<file path="src/rtl/mem_access_ctrl_if.sv">
// Bus bundle between the MEM stage / data memory and the access controller.
// slave is the controller's view; master is the environment (pipeline + memory).
interface mem_access_ctrl_if;
    // MEM stage request side
    logic        req_valid;
    logic        req_ready;
    logic        req_we;
    logic [15:0] base_reg;
    logic [3:0]  offset;
    logic [15:0] wdata;
    logic        busy;
    // data memory side
    logic        mem_en;
    logic        mem_wr;
    logic [15:0] mem_addr;
    logic [15:0] mem_wdata;
    logic [15:0] mem_rdata;
    logic        mem_valid;
    // response to MEM stage
    logic        resp_valid;
    logic [15:0] rdata;
    logic        err;

    modport slave (
        input  req_valid, req_we, base_reg, offset, wdata, mem_rdata, mem_valid,
        output req_ready, busy, mem_en, mem_wr, mem_addr, mem_wdata,
               resp_valid, rdata, err
    );

    modport master (
        output req_valid, req_we, base_reg, offset, wdata, mem_rdata, mem_valid,
        input  req_ready, busy, mem_en, mem_wr, mem_addr, mem_wdata,
               resp_valid, rdata, err
    );
endinterface

</file>
<file path="src/rtl/mem_access_ctrl.sv">
// One-at-a-time LW/SW sequencer between the MEM stage and a multi-cycle
// data memory: IDLE -> ISSUE (one-cycle strobe) -> WAIT (valid or timeout)
// -> DONE (one-cycle response).
module mem_access_ctrl #(
    parameter int TIMEOUT = 16
) (
    input  logic               clk,
    input  logic               rst,
    mem_access_ctrl_if.slave   bus
);
    // timer only needs to reach TIMEOUT-1
    localparam int TW = (TIMEOUT > 2) ? $clog2(TIMEOUT) : 1;
    localparam logic [TW-1:0] TIMER_MAX = TW'(TIMEOUT - 1);

    typedef enum logic [1:0] {
        S_IDLE  = 2'd0,
        S_ISSUE = 2'd1,
        S_WAIT  = 2'd2,
        S_DONE  = 2'd3
    } state_t;

    state_t        state, stateNext;
    logic [15:0]   addrReg, wdataReg, rdataReg, effAddr;
    logic          weReg, errReg;
    logic [TW-1:0] timer;
    logic          reqReady, busyOut, memEn, memWr, respValid;

    // word-aligned base plus sign-extended word offset; carry out wraps
    assign effAddr = {bus.base_reg[15:1], 1'b0}
                   + {{11{bus.offset[3]}}, bus.offset, 1'b0};

    // state register
    always_ff @(posedge clk or posedge rst) begin
        if (rst) state <= S_IDLE;
        else     state <= stateNext;
    end

    // next-state and state-decoded outputs
    always_comb begin
        stateNext = state;
        reqReady  = 1'b0;
        busyOut   = 1'b1;
        memEn     = 1'b0;
        memWr     = 1'b0;
        respValid = 1'b0;
        case (state)
            S_IDLE: begin
                reqReady = 1'b1;
                busyOut  = 1'b0;
                if (bus.req_valid) stateNext = S_ISSUE;
            end
            S_ISSUE: begin
                memEn     = 1'b1;
                memWr     = weReg;
                stateNext = S_WAIT;
            end
            S_WAIT: begin
                // a completion in the last timer cycle still counts as success
                if (bus.mem_valid || timer == TIMER_MAX) stateNext = S_DONE;
            end
            S_DONE: begin
                respValid = 1'b1;
                stateNext = S_IDLE;
            end
            default: stateNext = S_IDLE;
        endcase
    end

    // operand latch, wait timer and response capture
    always_ff @(posedge clk or posedge rst) begin
        if (rst) begin
            addrReg  <= '0;
            wdataReg <= '0;
            weReg    <= 1'b0;
            rdataReg <= '0;
            errReg   <= 1'b0;
            timer    <= '0;
        end else begin
            case (state)
                S_IDLE: begin
                    if (bus.req_valid) begin
                        addrReg  <= effAddr;
                        wdataReg <= bus.wdata;
                        weReg    <= bus.req_we;
                    end
                end
                S_ISSUE: timer <= '0;
                S_WAIT: begin
                    if (bus.mem_valid) begin
                        rdataReg <= weReg ? 16'h0000 : bus.mem_rdata;
                        errReg   <= 1'b0;
                    end else if (timer == TIMER_MAX) begin
                        rdataReg <= 16'h0000;
                        errReg   <= 1'b1;
                    end else begin
                        timer <= timer + 1'b1;
                    end
                end
                default: ;
            endcase
        end
    end

    assign bus.req_ready  = reqReady;
    assign bus.busy       = busyOut;
    assign bus.mem_en     = memEn;
    assign bus.mem_wr     = memWr;
    assign bus.mem_addr   = addrReg;
    assign bus.mem_wdata  = wdataReg;
    assign bus.resp_valid = respValid;
    assign bus.rdata      = rdataReg;
    assign bus.err        = errReg;
endmodule
</file>
<file path="src/flat_wrapper.sv">
// flat-port wrapper written by rule: the top's interface ports become plain ports
module mem_access_ctrl_flat 
#(
    parameter int TIMEOUT = 16
)
  (clk, rst, bus_req_valid, bus_req_we, bus_base_reg, bus_offset, bus_wdata, bus_mem_rdata, bus_mem_valid, bus_req_ready, bus_busy, bus_mem_en, bus_mem_wr, bus_mem_addr, bus_mem_wdata, bus_resp_valid, bus_rdata, bus_err);
  mem_access_ctrl_if bus_i ();
  input  logic clk;
  input  logic rst;
  input wire logic [$bits(bus_i.req_valid)-1:0] bus_req_valid;
  input wire logic [$bits(bus_i.req_we)-1:0] bus_req_we;
  input wire logic [$bits(bus_i.base_reg)-1:0] bus_base_reg;
  input wire logic [$bits(bus_i.offset)-1:0] bus_offset;
  input wire logic [$bits(bus_i.wdata)-1:0] bus_wdata;
  input wire logic [$bits(bus_i.mem_rdata)-1:0] bus_mem_rdata;
  input wire logic [$bits(bus_i.mem_valid)-1:0] bus_mem_valid;
  output wire logic [$bits(bus_i.req_ready)-1:0] bus_req_ready;
  output wire logic [$bits(bus_i.busy)-1:0] bus_busy;
  output wire logic [$bits(bus_i.mem_en)-1:0] bus_mem_en;
  output wire logic [$bits(bus_i.mem_wr)-1:0] bus_mem_wr;
  output wire logic [$bits(bus_i.mem_addr)-1:0] bus_mem_addr;
  output wire logic [$bits(bus_i.mem_wdata)-1:0] bus_mem_wdata;
  output wire logic [$bits(bus_i.resp_valid)-1:0] bus_resp_valid;
  output wire logic [$bits(bus_i.rdata)-1:0] bus_rdata;
  output wire logic [$bits(bus_i.err)-1:0] bus_err;
  assign bus_i.req_valid = bus_req_valid;
  assign bus_i.req_we = bus_req_we;
  assign bus_i.base_reg = bus_base_reg;
  assign bus_i.offset = bus_offset;
  assign bus_i.wdata = bus_wdata;
  assign bus_i.mem_rdata = bus_mem_rdata;
  assign bus_i.mem_valid = bus_mem_valid;
  assign bus_req_ready = bus_i.req_ready;
  assign bus_busy = bus_i.busy;
  assign bus_mem_en = bus_i.mem_en;
  assign bus_mem_wr = bus_i.mem_wr;
  assign bus_mem_addr = bus_i.mem_addr;
  assign bus_mem_wdata = bus_i.mem_wdata;
  assign bus_resp_valid = bus_i.resp_valid;
  assign bus_rdata = bus_i.rdata;
  assign bus_err = bus_i.err;
  mem_access_ctrl #(.TIMEOUT(TIMEOUT)) u_core (.clk(clk), .rst(rst), .bus(bus_i));
endmodule
</file>
<file path="config.mk">
export PLATFORM = sky130hd
export DESIGN_NAME = mem_access_ctrl_flat
export DESIGN_NICKNAME = d
export VERILOG_FILES = /design/src/rtl/mem_access_ctrl_if.sv /design/src/rtl/mem_access_ctrl.sv /design/src/flat_wrapper.sv
export SDC_FILE = /design/constraint.sdc
export NUM_CORES = 1
export LEC_CHECK = 0
export ABC_CLOCK_PERIOD_IN_PS = 3700
export CORE_ASPECT_RATIO = 1.2
export CORE_MARGIN = 2
export CORE_UTILIZATION = 30
export DETAILED_ROUTE_END_ITERATION = 8
export SLEW_MARGIN = 20
export SYNTH_ARGS = -nofsm -noshare
export SYNTH_HDL_FRONTEND = slang
export SYNTH_SLANG_ARGS = --single-unit
</file>
<file path="constraint.sdc">
create_clock -name clk -period 3.7 [get_ports clk]
set_clock_uncertainty 0.15 [all_clocks]
set_input_delay 0.74 -clock clk [delete_from_list [all_inputs] [get_ports clk]]
set_output_delay 0.74 -clock clk [all_outputs]
set_load 0.05 [all_outputs]
</file>
# After elaboration in Yosys (flattened, before gate mapping)
# Index checks and enable logic that the tools add are counted.
# classes
add_sub_neg	2
eq_ne	8
mux	16
reduce_logical	8
# ops
op	n
two-way mux 16 bit	3
adder 16 bit	1
two-way mux 4 bit	2
one-hot mux 2 bit (4 select lines)	1
one-hot mux 4 bit (2 select lines)	1
two-way mux 1 bit	7
!= test 2 bit (second input constant)	3
AND reduction 2 bit	3
adder 4 x 1 -> 4 bit (second input constant)	1
equality test 2 bit (second input constant)	2
equality test 4 bit (second input constant)	1
two-way mux 2 bit	2
nonzero test 2 bit	2
AND reduction 3 bit	1
equality test 2 x 1 -> 1 bit (second input constant)	1
logical NOT 2 bit	1
!= test 2 x 1 -> 1 bit (second input constant)	1
logical OR 1 bit	1
# word_totals
register_bits	56

# Depth between registers and ports, before layout
# depth
depth_word	4
ltp_mapped	8
mapped_depth_nobuf	7

# Least setup slack after synthesis
# Ideal clock, no wire load.
# synth_timing
path_type	input to register
start	input bus_offset[0]
end	register u_core.addrReg[11], in the netlist u_core.bus.mem_addr[11]
setup_time_ns	0.137
arrival_time_ns	2.168
required_ns	3.413
slack_ns	1.245
path_stages	7
n_path_buf	0
cell_sequence	ha_1 > fa_1 > a21oi_1 > o22ai_1 > o31ai_1 > xor2_1 > o21ai_0
# synth_via
elab_chain_len	1
# synth_lines
item	line_no	rtl
start: declaration	flat_wrapper.sv:13	input wire logic [$bits(bus_i.offset)-1:0] bus_offset;
adder 16 bit	mem_access_ctrl.sv:30	+ {{11{bus.offset[3]}}, bus.offset, 1'b0};
end signal: assignment	mem_access_ctrl.sv:82	addrReg <= effAddr;
end: declaration	mem_access_ctrl.sv:23	logic [15:0] addrReg, wdataReg, rdataReg, effAddr;
# Every way passes these cells.
# A chain may end at the register's enable or synchronous reset.

# Worst setup path after layout
# layout_timing
start	input bus_offset[3]
end	register u_core.addrReg[11], in the netlist u_core.bus.mem_addr[11]
# Same word-level chain as after synthesis.

==> results.cfg <==
[yosys]
synth_area_sq_um = 2930
ys_seq_elements = 55
synth_top_cell_by_area = dfrtp_1
synthAdderAreaFrac = 0.0880
synthMuxAreaShare = 0.0902
syn_nets = 375
synthCells = 298
synthTopCellsByArea = dfrtp_1 (47%), ha_1 (8.1%), nand2_1 (7.8%)
synth-simple-area-share = 0.156
synth_flop_cell = dfrtp_1
async_flop_share = 1.00
yosysWarnings = 0
synth_xor_area_frac = 0.0359
synth_seq_area_share = 0.470
synth_top_cell_area_share = 0.470
synth-compound-area-share = 0.128
synth_edf_count = 0
ys_types = 43
synth_top_family_by_area = simple AND/OR/NAND/NOR gates
avgSynthCellArea_sq_um = 9.82

[cts]
cts_tree = built
clock_latency_ps = 280
cts_setup_buffers = 0
hold_buffers = 0
cts_resized = 0
numCtsBuffers = 5
htree_levels = 2
cts-root-buf = clkbuf_16
cts_num_sinks = 55
cts.reportedPaths.clkPinSlew_ps = 60
clock_path_buffers = 2

[grt]
antenna_found_initial = 0
overflow = 0
grt_max_degree = 56
grt_pass1_wl_mm = 11.0
grtUsageTotal = 0.130
grt_pass1_vias = 2370

[power_and_ir_drop]
combinationalPowerShare = 0.581
leakagePower_uw = 0.00185
netSwitchingFraction = 0.467
p_sw_uw = 1700
finalPower_uw = 3640
p_int_uw = 1940
p_clk_frac = 0.147
power_density_nw_per_um2 = 846
seqPwrFrac = 0.272
vdd_drop_max_uv = 297

[placed_design]
dp_cells = 519
dp_hpwl_mm = 5.33
port_buffers = 108
place.gp.congestion = 0.790

[worst_setup_path]
critPathArrivalTime_ps = 3020
cp_num_buf_inv = 1
endpoint_kind = register
cp_top_family = compound AO/OA/AOI/OAI gates
crit_fanout = 12
crit_chain = clkdlybuf4s50_1 -> ha_1 -> a21oi_1 -> nand2_1 -> o31ai_1 -> xor2_1 -> o21ai_0
crit_slowest_cell = clkdlybuf4s50_1
worstSetupPathType = in -> reg
required_ps = 3700
startpoint_type = primary input
slowest_delay_ps = 770

[routing]
drt_iter0_markers = 72
drc_errors = 0
via_count = 2443
viasPerCell = 4.64
wl_per_cell_um = 13.0
routed_wl_mm = 6.85
drt-pass1-iter-count = 4
ant_nets = 0

[final_layout]
drive_gt1_frac = 0.0916
fin_cells = 527
final_cell_mix = clkdlybuf4s50_1 (108), nand2_1 (61), dfrtp_1 (55), o21ai_0 (34)
diodes = 0
layout_commonest_cell = clkdlybuf4s50_1
nets = 480
syn_to_final_growth_pct = 46.9

[status]
outcome = complete, no violations

[sta]
holdWs_ps = 331
max_freq_mhz = 330
finalCritPeriodShare = 0.818
fin_crit_ps = 3030
slew-limit-headroom = 0.536
final_max_slew_viol_count = 0
worst_pin_slew_ps = 696
finalSetupTns_ps = 0
final_hold_viol_count = 0
setup_viol = 0
rsz0062_at_grt = no

[die]
fp-row-count = 39
io_pins = 111
start_util = 0.308
dieArea_sq_um = 10600
die_width_um = 94.2
die_h_um = 112
core_area_sq_um = 9520

[run]
maxCapViolCount = 0

[worst_hold_path]
min_path_type = reg -> reg
-- state kept, by name, summed over array words and instances, names as in the netlist --
name                  count
u_core.bus.mem_addr      15
u_core.timer              4
u_core.state              2
u_core.bus.rdata         16
u_core.bus.err            1
u_core.bus.mem_wdata     16
u_core.weReg              1
-- per-stage QoR --
step	worst slack, ps	cell area (sq um)	util
floorplan	1250	2930	-
global placement	372	4130	0.434
detailed placement	348	4130	0.434
CTS	660	4300	0.452
global route	502	4300	0.452
finish	672	4300	0.452
-- Yosys cell counts (all sizes together), types with 5 or more instances --
| master | instances |
|---|---|
| inv | 7 |
| ha | 19 |
| a21oi | 13 |
| nor2 | 8 |
| clkbuf | 8 |
| mux2i | 5 |
| nand2 | 62 |
| buf | 6 |
| dfrtp | 55 |
| mux2 | 19 |
| nand3 | 10 |
| xor2 | 8 |
| o21ai | 34 |
-- per-layer routing --
metal	global-route usage	share of wire
met1	0.162	0.45
met2	0.226	0.48
met3	0.0289	0.063
met4	0.0319	0.0074
met5	0	0
-- path summary, 6_finish.rpt --
kind	start	end	slack (ps)	depth (start not counted)
max	bus_offset[3]	u_core.bus.mem_addr[11]	670	7
min	u_core.bus.rdata[1]	u_core.bus.rdata[1]	330	2
max reg2reg	u_core.state[0]	u_core.bus.mem_addr[12]	1410	6
min reg2reg	u_core.bus.rdata[1]	u_core.bus.rdata[1]	330	2
max in group asynchronous	rst	u_core.timer[1]	2120	3
min in group asynchronous	rst	u_core.bus.mem_addr[1]	820	3
-- power groups by stage --
stage | clock network, uW | registers (uW) | logic [uW]
floorplan | 0 | 1790 | 641
global placement | 0 | 994 | 2130
detailed placement | 0 | 1000 | 2140
CTS | 563 | 994 | 2140
global route | 588 | 1020 | 2250
finish | 536 | 989 | 2120
-- final cells by class --
type                            instances  area (sq um)
Clock inverter                          2          35.0
Sequential cell                        55          1380
Multi-Input combinational cell        222          1460
Inverter                                7          26.3
Fill cell                             954          5210
Timing Repair Buffer                  112          1110
Clock buffer                            6           139
Tap cell                              123           154
-- cells by family (layout without fill, tap and decap cells) --
| logic type | after synthesis | count (layout) |
|---|---|---|
| AO/OA/AOI/OAI | 63 | 63 |
| XOR/XNOR | 12 | 12 |
| adder cells (fa/ha/maj) | 20 | 20 |
| buffers and inverters | 21 | 127 |
| flip-flops | 55 | 55 |
| multiplexers | 24 | 24 |
| other | 1 | 1 |
| AND/OR/NAND/NOR | 102 | 102 |
-- worst register-to-register path: cells and delay by family (launching register included) --
kind	cells	cell delay, ps
buf+inv	1	90
compound gates	2	210
simple gates	2	1010
fa+ha+maj	1	360
flops	1	410
Note: power is estimated with default switching activity, not from simulation.
